**config.mk**
```make
export PLATFORM = sky130hd
export DESIGN_NAME = lpddr2_avl_arbiter
export DESIGN_NICKNAME = d
export VERILOG_FILES = /design/src/rtl/lpddr2_avl_arbiter.sv
export SDC_FILE = /design/constraint.sdc
export NUM_CORES = 1
export LEC_CHECK = 0
export CAP_MARGIN = 20
export CELL_PAD_IN_SITES_DETAIL_PLACEMENT = 0
export CELL_PAD_IN_SITES_GLOBAL_PLACEMENT = 1
export CORE_MARGIN = 8
export CORE_UTILIZATION = 28
export CTS_CLUSTER_SIZE = 40
export DETAILED_ROUTE_END_ITERATION = 10
export MAX_ROUTING_LAYER = met4
export PLACE_DENSITY_LB_ADDON = 0.1
export SLEW_MARGIN = 20
export SYNTH_ARGS = -nofsm -noshare
export SYNTH_HDL_FRONTEND = slang
export SYNTH_SLANG_ARGS = --single-unit
```
**constraint.sdc**
```tcl
create_clock -name clk_clk -period 2.5 [get_ports clk_clk]
set_clock_uncertainty 0.1 [all_clocks]
set_input_delay 0.25 -clock clk_clk [delete_from_list [all_inputs] [get_ports clk_clk]]
set_output_delay 0.25 -clock clk_clk [all_outputs]
set_load 0.02 [all_outputs]
```
**src/rtl/lpddr2_avl_arbiter.sv**
```systemverilog
// Two-port round-robin arbiter in front of a single LPDDR2 Avalon-MM controller port.
// Traffic is held off until calibration succeeds; a tag FIFO steers read returns.
module lpddr2_avl_arbiter #(
  parameter int ADDR_W          = 27,
  parameter int DATA_W          = 32,
  parameter int BE_W            = 4,
  parameter int MAX_OUTSTANDING = 8
) (
  input  logic              clk_clk,
  input  logic              reset_reset,
  input  logic [ADDR_W-1:0] m0_address,
  input  logic              m0_read,
  input  logic              m0_write,
  input  logic [DATA_W-1:0] m0_writedata,
  input  logic [BE_W-1:0]   m0_byteenable,
  output logic              m0_waitrequest,
  output logic [DATA_W-1:0] m0_readdata,
  output logic              m0_readdatavalid,
  input  logic [ADDR_W-1:0] m1_address,
  input  logic              m1_read,
  input  logic              m1_write,
  input  logic [DATA_W-1:0] m1_writedata,
  input  logic [BE_W-1:0]   m1_byteenable,
  output logic              m1_waitrequest,
  output logic [DATA_W-1:0] m1_readdata,
  output logic              m1_readdatavalid,
  output logic [ADDR_W-1:0] avl_address,
  output logic [DATA_W-1:0] avl_writedata,
  output logic [BE_W-1:0]   avl_byteenable,
  output logic              avl_read,
  output logic              avl_write,
  output logic              avl_beginbursttransfer,
  output logic              avl_burstcount,
  input  logic              avl_waitrequest_n,
  input  logic              avl_readdatavalid,
  input  logic [DATA_W-1:0] avl_readdata,
  input  logic              local_init_done,
  input  logic              local_cal_success,
  input  logic              local_cal_fail,
  output logic              mem_ready,
  output logic              rd_err
);

  localparam int PTR_W = $clog2(MAX_OUTSTANDING);
  localparam int CNT_W = PTR_W + 1;
  localparam logic [CNT_W-1:0] MAX_CNT = CNT_W'(MAX_OUTSTANDING);

  typedef enum logic [1:0] {
    S_INIT  = 2'd0,
    S_IDLE  = 2'd1,
    S_ISSUE = 2'd2
  } state_t;

  state_t               state_q, state_d;
  logic                 cal_fail_q, cal_fail_d;
  logic                 last_grant_q, last_grant_d;
  logic                 cmd_port_q, cmd_port_d;
  logic [ADDR_W-1:0]    avl_address_q, avl_address_d;
  logic [DATA_W-1:0]    avl_writedata_q, avl_writedata_d;
  logic [BE_W-1:0]      avl_byteenable_q, avl_byteenable_d;
  logic                 avl_read_q, avl_read_d;
  logic                 avl_write_q, avl_write_d;
  logic                 avl_bbt_q, avl_bbt_d;
  logic [MAX_OUTSTANDING-1:0] tag_q, tag_d;
  logic [PTR_W-1:0]     wr_ptr_q, wr_ptr_d;
  logic [PTR_W-1:0]     rd_ptr_q, rd_ptr_d;
  logic [CNT_W-1:0]     count_q, count_d;
  logic [DATA_W-1:0]    m0_readdata_q, m0_readdata_d;
  logic [DATA_W-1:0]    m1_readdata_q, m1_readdata_d;
  logic                 m0_rdv_q, m0_rdv_d;
  logic                 m1_rdv_q, m1_rdv_d;
  logic                 rd_err_q, rd_err_d;

  logic m0_elig_s, m1_elig_s;
  logic grant_valid_s, grant_s;
  logic push_s, pop_s;

  // Arbitration: a read is only eligible while a tag slot is free.
  always_comb begin
    m0_elig_s     = m0_write | (m0_read & (count_q < MAX_CNT));
    m1_elig_s     = m1_write | (m1_read & (count_q < MAX_CNT));
    grant_valid_s = (state_q == S_IDLE) & (m0_elig_s | m1_elig_s);
    if (m0_elig_s && m1_elig_s) begin
      grant_s = ~last_grant_q;
    end else if (m0_elig_s) begin
      grant_s = 1'b0;
    end else begin
      grant_s = 1'b1;
    end
  end

  assign m0_waitrequest = ~(grant_valid_s & (grant_s == 1'b0));
  assign m1_waitrequest = ~(grant_valid_s & (grant_s == 1'b1));

  // Next-state: FSM, command register, tag FIFO and read-return steering.
  always_comb begin
    state_d          = state_q;
    cal_fail_d       = cal_fail_q | local_cal_fail;
    last_grant_d     = last_grant_q;
    cmd_port_d       = cmd_port_q;
    avl_address_d    = avl_address_q;
    avl_writedata_d  = avl_writedata_q;
    avl_byteenable_d = avl_byteenable_q;
    avl_read_d       = avl_read_q;
    avl_write_d      = avl_write_q;
    avl_bbt_d        = 1'b0;
    tag_d            = tag_q;
    wr_ptr_d         = wr_ptr_q;
    rd_ptr_d         = rd_ptr_q;
    count_d          = count_q;
    m0_readdata_d    = m0_readdata_q;
    m1_readdata_d    = m1_readdata_q;
    m0_rdv_d         = 1'b0;
    m1_rdv_d         = 1'b0;
    rd_err_d         = rd_err_q;
    push_s           = 1'b0;
    pop_s            = 1'b0;

    case (state_q)
      S_INIT: begin
        if (local_init_done && local_cal_success && !local_cal_fail && !cal_fail_q) begin
          state_d = S_IDLE;
        end else begin
          state_d = S_INIT;
        end
      end
      S_IDLE: begin
        if (grant_valid_s) begin
          state_d      = S_ISSUE;
          last_grant_d = grant_s;
          cmd_port_d   = grant_s;
          avl_bbt_d    = 1'b1;
          // Write takes precedence when a requester strobes both.
          if (grant_s) begin
            avl_address_d    = m1_address;
            avl_writedata_d  = m1_writedata;
            avl_byteenable_d = m1_byteenable;
            avl_write_d      = m1_write;
            avl_read_d       = ~m1_write;
          end else begin
            avl_address_d    = m0_address;
            avl_writedata_d  = m0_writedata;
            avl_byteenable_d = m0_byteenable;
            avl_write_d      = m0_write;
            avl_read_d       = ~m0_write;
          end
        end else begin
          state_d = S_IDLE;
        end
      end
      S_ISSUE: begin
        if (avl_waitrequest_n) begin
          state_d     = S_IDLE;
          avl_read_d  = 1'b0;
          avl_write_d = 1'b0;
          push_s      = avl_read_q;
        end else begin
          state_d = S_ISSUE;
        end
      end
      default: begin
        state_d = S_INIT;
      end
    endcase

    if (avl_readdatavalid) begin
      if (count_q != {CNT_W{1'b0}}) begin
        pop_s    = 1'b1;
        rd_ptr_d = rd_ptr_q + PTR_W'(1);
        if (tag_q[rd_ptr_q]) begin
          m1_readdata_d = avl_readdata;
          m1_rdv_d      = 1'b1;
        end else begin
          m0_readdata_d = avl_readdata;
          m0_rdv_d      = 1'b1;
        end
      end else begin
        rd_err_d = 1'b1;
      end
    end else begin
      pop_s = 1'b0;
    end

    if (push_s) begin
      tag_d[wr_ptr_q] = cmd_port_q;
      wr_ptr_d        = wr_ptr_q + PTR_W'(1);
    end else begin
      wr_ptr_d = wr_ptr_q;
    end

    case ({push_s, pop_s})
      2'b10:   count_d = count_q + CNT_W'(1);
      2'b01:   count_d = count_q - CNT_W'(1);
      default: count_d = count_q;
    endcase
  end

  // State register with synchronous reset.
  always_ff @(posedge clk_clk) begin
    if (reset_reset) begin
      state_q          <= S_INIT;
      cal_fail_q       <= 1'b0;
      last_grant_q     <= 1'b1;
      cmd_port_q       <= 1'b0;
      avl_address_q    <= {ADDR_W{1'b0}};
      avl_writedata_q  <= {DATA_W{1'b0}};
      avl_byteenable_q <= {BE_W{1'b0}};
      avl_read_q       <= 1'b0;
      avl_write_q      <= 1'b0;
      avl_bbt_q        <= 1'b0;
      tag_q            <= {MAX_OUTSTANDING{1'b0}};
      wr_ptr_q         <= {PTR_W{1'b0}};
      rd_ptr_q         <= {PTR_W{1'b0}};
      count_q          <= {CNT_W{1'b0}};
      m0_readdata_q    <= {DATA_W{1'b0}};
      m1_readdata_q    <= {DATA_W{1'b0}};
      m0_rdv_q         <= 1'b0;
      m1_rdv_q         <= 1'b0;
      rd_err_q         <= 1'b0;
    end else begin
      state_q          <= state_d;
      cal_fail_q       <= cal_fail_d;
      last_grant_q     <= last_grant_d;
      cmd_port_q       <= cmd_port_d;
      avl_address_q    <= avl_address_d;
      avl_writedata_q  <= avl_writedata_d;
      avl_byteenable_q <= avl_byteenable_d;
      avl_read_q       <= avl_read_d;
      avl_write_q      <= avl_write_d;
      avl_bbt_q        <= avl_bbt_d;
      tag_q            <= tag_d;
      wr_ptr_q         <= wr_ptr_d;
      rd_ptr_q         <= rd_ptr_d;
      count_q          <= count_d;
      m0_readdata_q    <= m0_readdata_d;
      m1_readdata_q    <= m1_readdata_d;
      m0_rdv_q         <= m0_rdv_d;
      m1_rdv_q         <= m1_rdv_d;
      rd_err_q         <= rd_err_d;
    end
  end

  assign avl_address            = avl_address_q;
  assign avl_writedata          = avl_writedata_q;
  assign avl_byteenable         = avl_byteenable_q;
  assign avl_read               = avl_read_q;
  assign avl_write              = avl_write_q;
  assign avl_beginbursttransfer = avl_bbt_q;
  assign avl_burstcount         = 1'b1;
  assign m0_readdata            = m0_readdata_q;
  assign m1_readdata            = m1_readdata_q;
  assign m0_readdatavalid       = m0_rdv_q;
  assign m1_readdatavalid       = m1_rdv_q;
  assign mem_ready              = (state_q == S_IDLE) | (state_q == S_ISSUE);
  assign rd_err                 = rd_err_q;

endmodule

```
==> impl_metrics.toml <==
[run_status]
status = "completed"

[global_route]
grt_pass1_vias = 6366
grt.overflow.total = 0
track_usage_pct = 16.25
grt_max_degree = 78
antenna_found_initial = 2
grt_pass1_wl_um = 35840

[yosys]
yosys_warnings = 0
synth_area_leaders = "dfxtp_1, mux2i_1, a221o_1"
synth_area_leader_cell = "dfxtp_1"
ys_dominant_reg_cell = "dfxtp_1"
synth_nets = 820
syn-cell-area_um2 = 6764
syn_avg_cell_area_um2 = 10.52
synth_edf_count = 0
synthCells = 643
synth_top_area_share_pct = 46.17
ys_ff_latch = 156
async_reset_ff_share_pct = 0
seq_area_frac_synth_pct = 46.17
yosysUniqueCellTypes = 50

[clocking]
path_clk_slew_ps = 70
clockBufferDepth = 2
cts_root_buffer = "clkbuf_16"
cts_tree = "done"
postCtsSetupBuffers = 0
cts_max_level = 4
clk_latency_ps = 420
cts_sinks = 156
cts_buffers = 17

[worst_setup_path]
cp_data_required_time_ps = 2150
critical_path.max_fanout = 8
crit_chain = "clkdlybuf4s50_1 -> nor2_1 -> a21oi_4 -> nand2_1 -> clkdlybuf4s50_1"
worstSetupPathType = "in -> out"
slowest_delay_ps = 610
r2r_start = "state_q[0]"
cpMostUsedCell = "clkdlybuf4s50_1"
worstRegToRegCells = 10
reg2reg_to = "count_q[2]"
cp_top_family = "buffers and inverters"
crit_path_end_kind = "output pin"
critical_path_buf_inv_count = 2
crit_slowest_cell = "clkdlybuf4s50_1"
r2r_slack_ps = 180
crit_arrival_ps = 2010
start_kind = "primary input"

[timing]
setup_viol = 0
fin_setup_tns_ps = 0
whs_ps = 131.3
final_max_slew_viol_count = 0
fin_crit_sh_pct = 94.39
rsz0062_at_grt = "no"
min_period_ps = 2360
worst_pin_slew_ps = 647.1
fmax_mhz = 423.8
hold_viol_final = 0
slew_headroom_pct = 56.66

[die]
coreArea_um2 = 24030
die-area_um2 = 29390
row_count = 57
fp.dieW_um = 171.4
io_pins = 306
dieHeight_um = 171.4
start_util_pct = 28.14

[hold_path]
hold_path_class = "in -> reg"
worstHoldPathCells = 2
holdPathEnd = "cal_fail_q"
hold_start = "reset_reset"

[finish]
nets = 1111
fillerInstances = 2268
syn2layout_area_growth_pct = 59.60
fin_area_um2 = 10800
layout.cells.non_filler = 1273
drive_above_1_share_pct = 7.075

[power]
power_density_nw_per_um2 = 549.2
power.leakage_nw = 4.019
ir_drop_mv = 0.3415
finalPower_w = 0.005929

[drt]
wl_um = 23810
vias_per_cell = 4.654
wl_per_cell_um = 18.71
ant_nets = 0
drc = 0
drt-initial-drc-count = 247
via_count = 5924
first_pass_iters = 4

[placed_design]
dp.cells = 1239
place_congestion = 0.7707
io_buffers = 304
dpl_cell_area_um2 = 10150
post-dp-hpwl_um = 17690

[run]
cap_viol_max_count = 0
## report_power, final
part | switching, W | internal [W]
clock | 0.00113 | 0.00170
combinational | 0.000209 | 0.000359
sequential | 0.0000179 | 0.00252
total | 0.00135 | 0.00458
## cells in the final DEF, fill, tap and decap left out, types with 2 or more instances in the layout
master and n:
o21ai_0 7, buf_4 14, nand4b_1 2, bufinv_16 4, mux2i_1 74, clkbuf_16 17
nor3b_1 65, nor2b_1 4, diode_2 2, a31oi_1 2, dfxtp_1 156, a21o_1 2
and3_1 2, clkinvlp_4 2, nand3_1 2, clkdlybuf4s50_1 302, nand3b_1 2, nand4_1 4
nor3_1 4, a21oi_1 15, nand2b_1 98, inv_6 5, inv_1 7, buf_12 8
nand2_1 16, a221o_1 63, inv_8 2, ha_1 7, xor2_1 4, nor2_1 28
mux2_2 2
## layer usage
layer  wire, um  global-route usage, %
met1       9504                  17.48
met3       2525                  7.436
met5          0                      -
met4        264                  4.839
met2      11520                  26.56
## synthesized netlist by cell type (2+ instances only)
cell type	n
mux2_2	2
buf_6	9
a221o_1	63
nand2b_1	98
o21ai_0	7
nor3b_1	65
a31oi_1	3
ha_1	8
nand3_1	2
nand4b_1	2
nor2_1	28
and3_1	2
mux2i_1	74
clkbuf_1	24
xor2_1	4
nor2b_1	4
buf_1	2
nand2_1	16
a21o_1	2
nand3b_1	2
buf_12	2
nor3_1	4
nand4_1	4
buf_4	4
a21oi_1	15
inv_1	7
buf_2	12
dfxtp_1	156
## stage by stage
step	util (%)	worst slack (ps)
after floorplan	-	18.56
after global placement	42.22	-12.55
after detailed placement	42.22	-77.93
after CTS	44.87	93.83
after global routing	44.92	12.77
final	44.92	140.2
## final cells by class
type	instances	area, um2	area share [%]
antenna	2	5.005	0.04636
inverter	8	32.53	0.3013
clock buffer	18	429.2	3.975
tap	324	405.4	3.755
clock inverter	14	206.4	1.912
multi-input combinational	426	3297	30.54
timing repair buffer	325	3297	30.54
sequential	156	3123	28.93
## cell families (layout without fill, tap and decap cells)
family | Yosys count | in the layout | synth area share (%)
buf+inv | 61 | 365 | 5.346
mux | 76 | 76 | 11.28
fa+ha+maj | 8 | 8 | 1.480
xor+xnor | 5 | 5 | 0.6474
simple gates | 233 | 233 | 21.33
flops | 156 | 156 | 46.17
compound gates | 103 | 103 | 13.69
other cells | 1 | 3 | 0.05544
## flip-flops by register name, indices dropped and copies added, names as in the netlist
signal / cells
avl_byteenable: 4
cmd_port_q: 1
m1_readdatavalid: 1
m0_readdata: 32
wr_ptr_q: 3
m0_readdatavalid: 1
avl_beginbursttransfer: 1
tag_q: 8
rd_ptr_q: 3
count_q: 4
m1_readdata: 32
state_q: 2
avl_writedata: 32
avl_read: 1
last_grant_q: 1
avl_address: 27
rd_err: 1
avl_write: 1
cal_fail_q: 1
## worst max-delay path by stage
| stage | cells past startpoint | endpoint | slack [ps] | start |
|---|---|---|---|---|
| floorplan | 11 | count_q[2] | 20 | state_q[0] |
| global placement | 9 | count_q[2] | -10 | avl_waitrequest_n |
| detailed placement | 9 | count_q[2] | -80 | avl_waitrequest_n |
| CTS | 6 | m1_waitrequest | 90 | state_q[1] |
| global route | 5 | m1_waitrequest | 10 | m1_write |
| finish | 5 | m1_waitrequest | 140 | m0_write |
## repair_timing
| item | CTS | global route |
|---|---|---|
| resized for setup | 2 | 1 |
| hold endpoints to repair | 0 | 0 |
| hold buffers | 0 | 0 |
| setup endpoints to repair | 2 | 1 |
No activity file was read; power rests on OpenSTA's default activity.
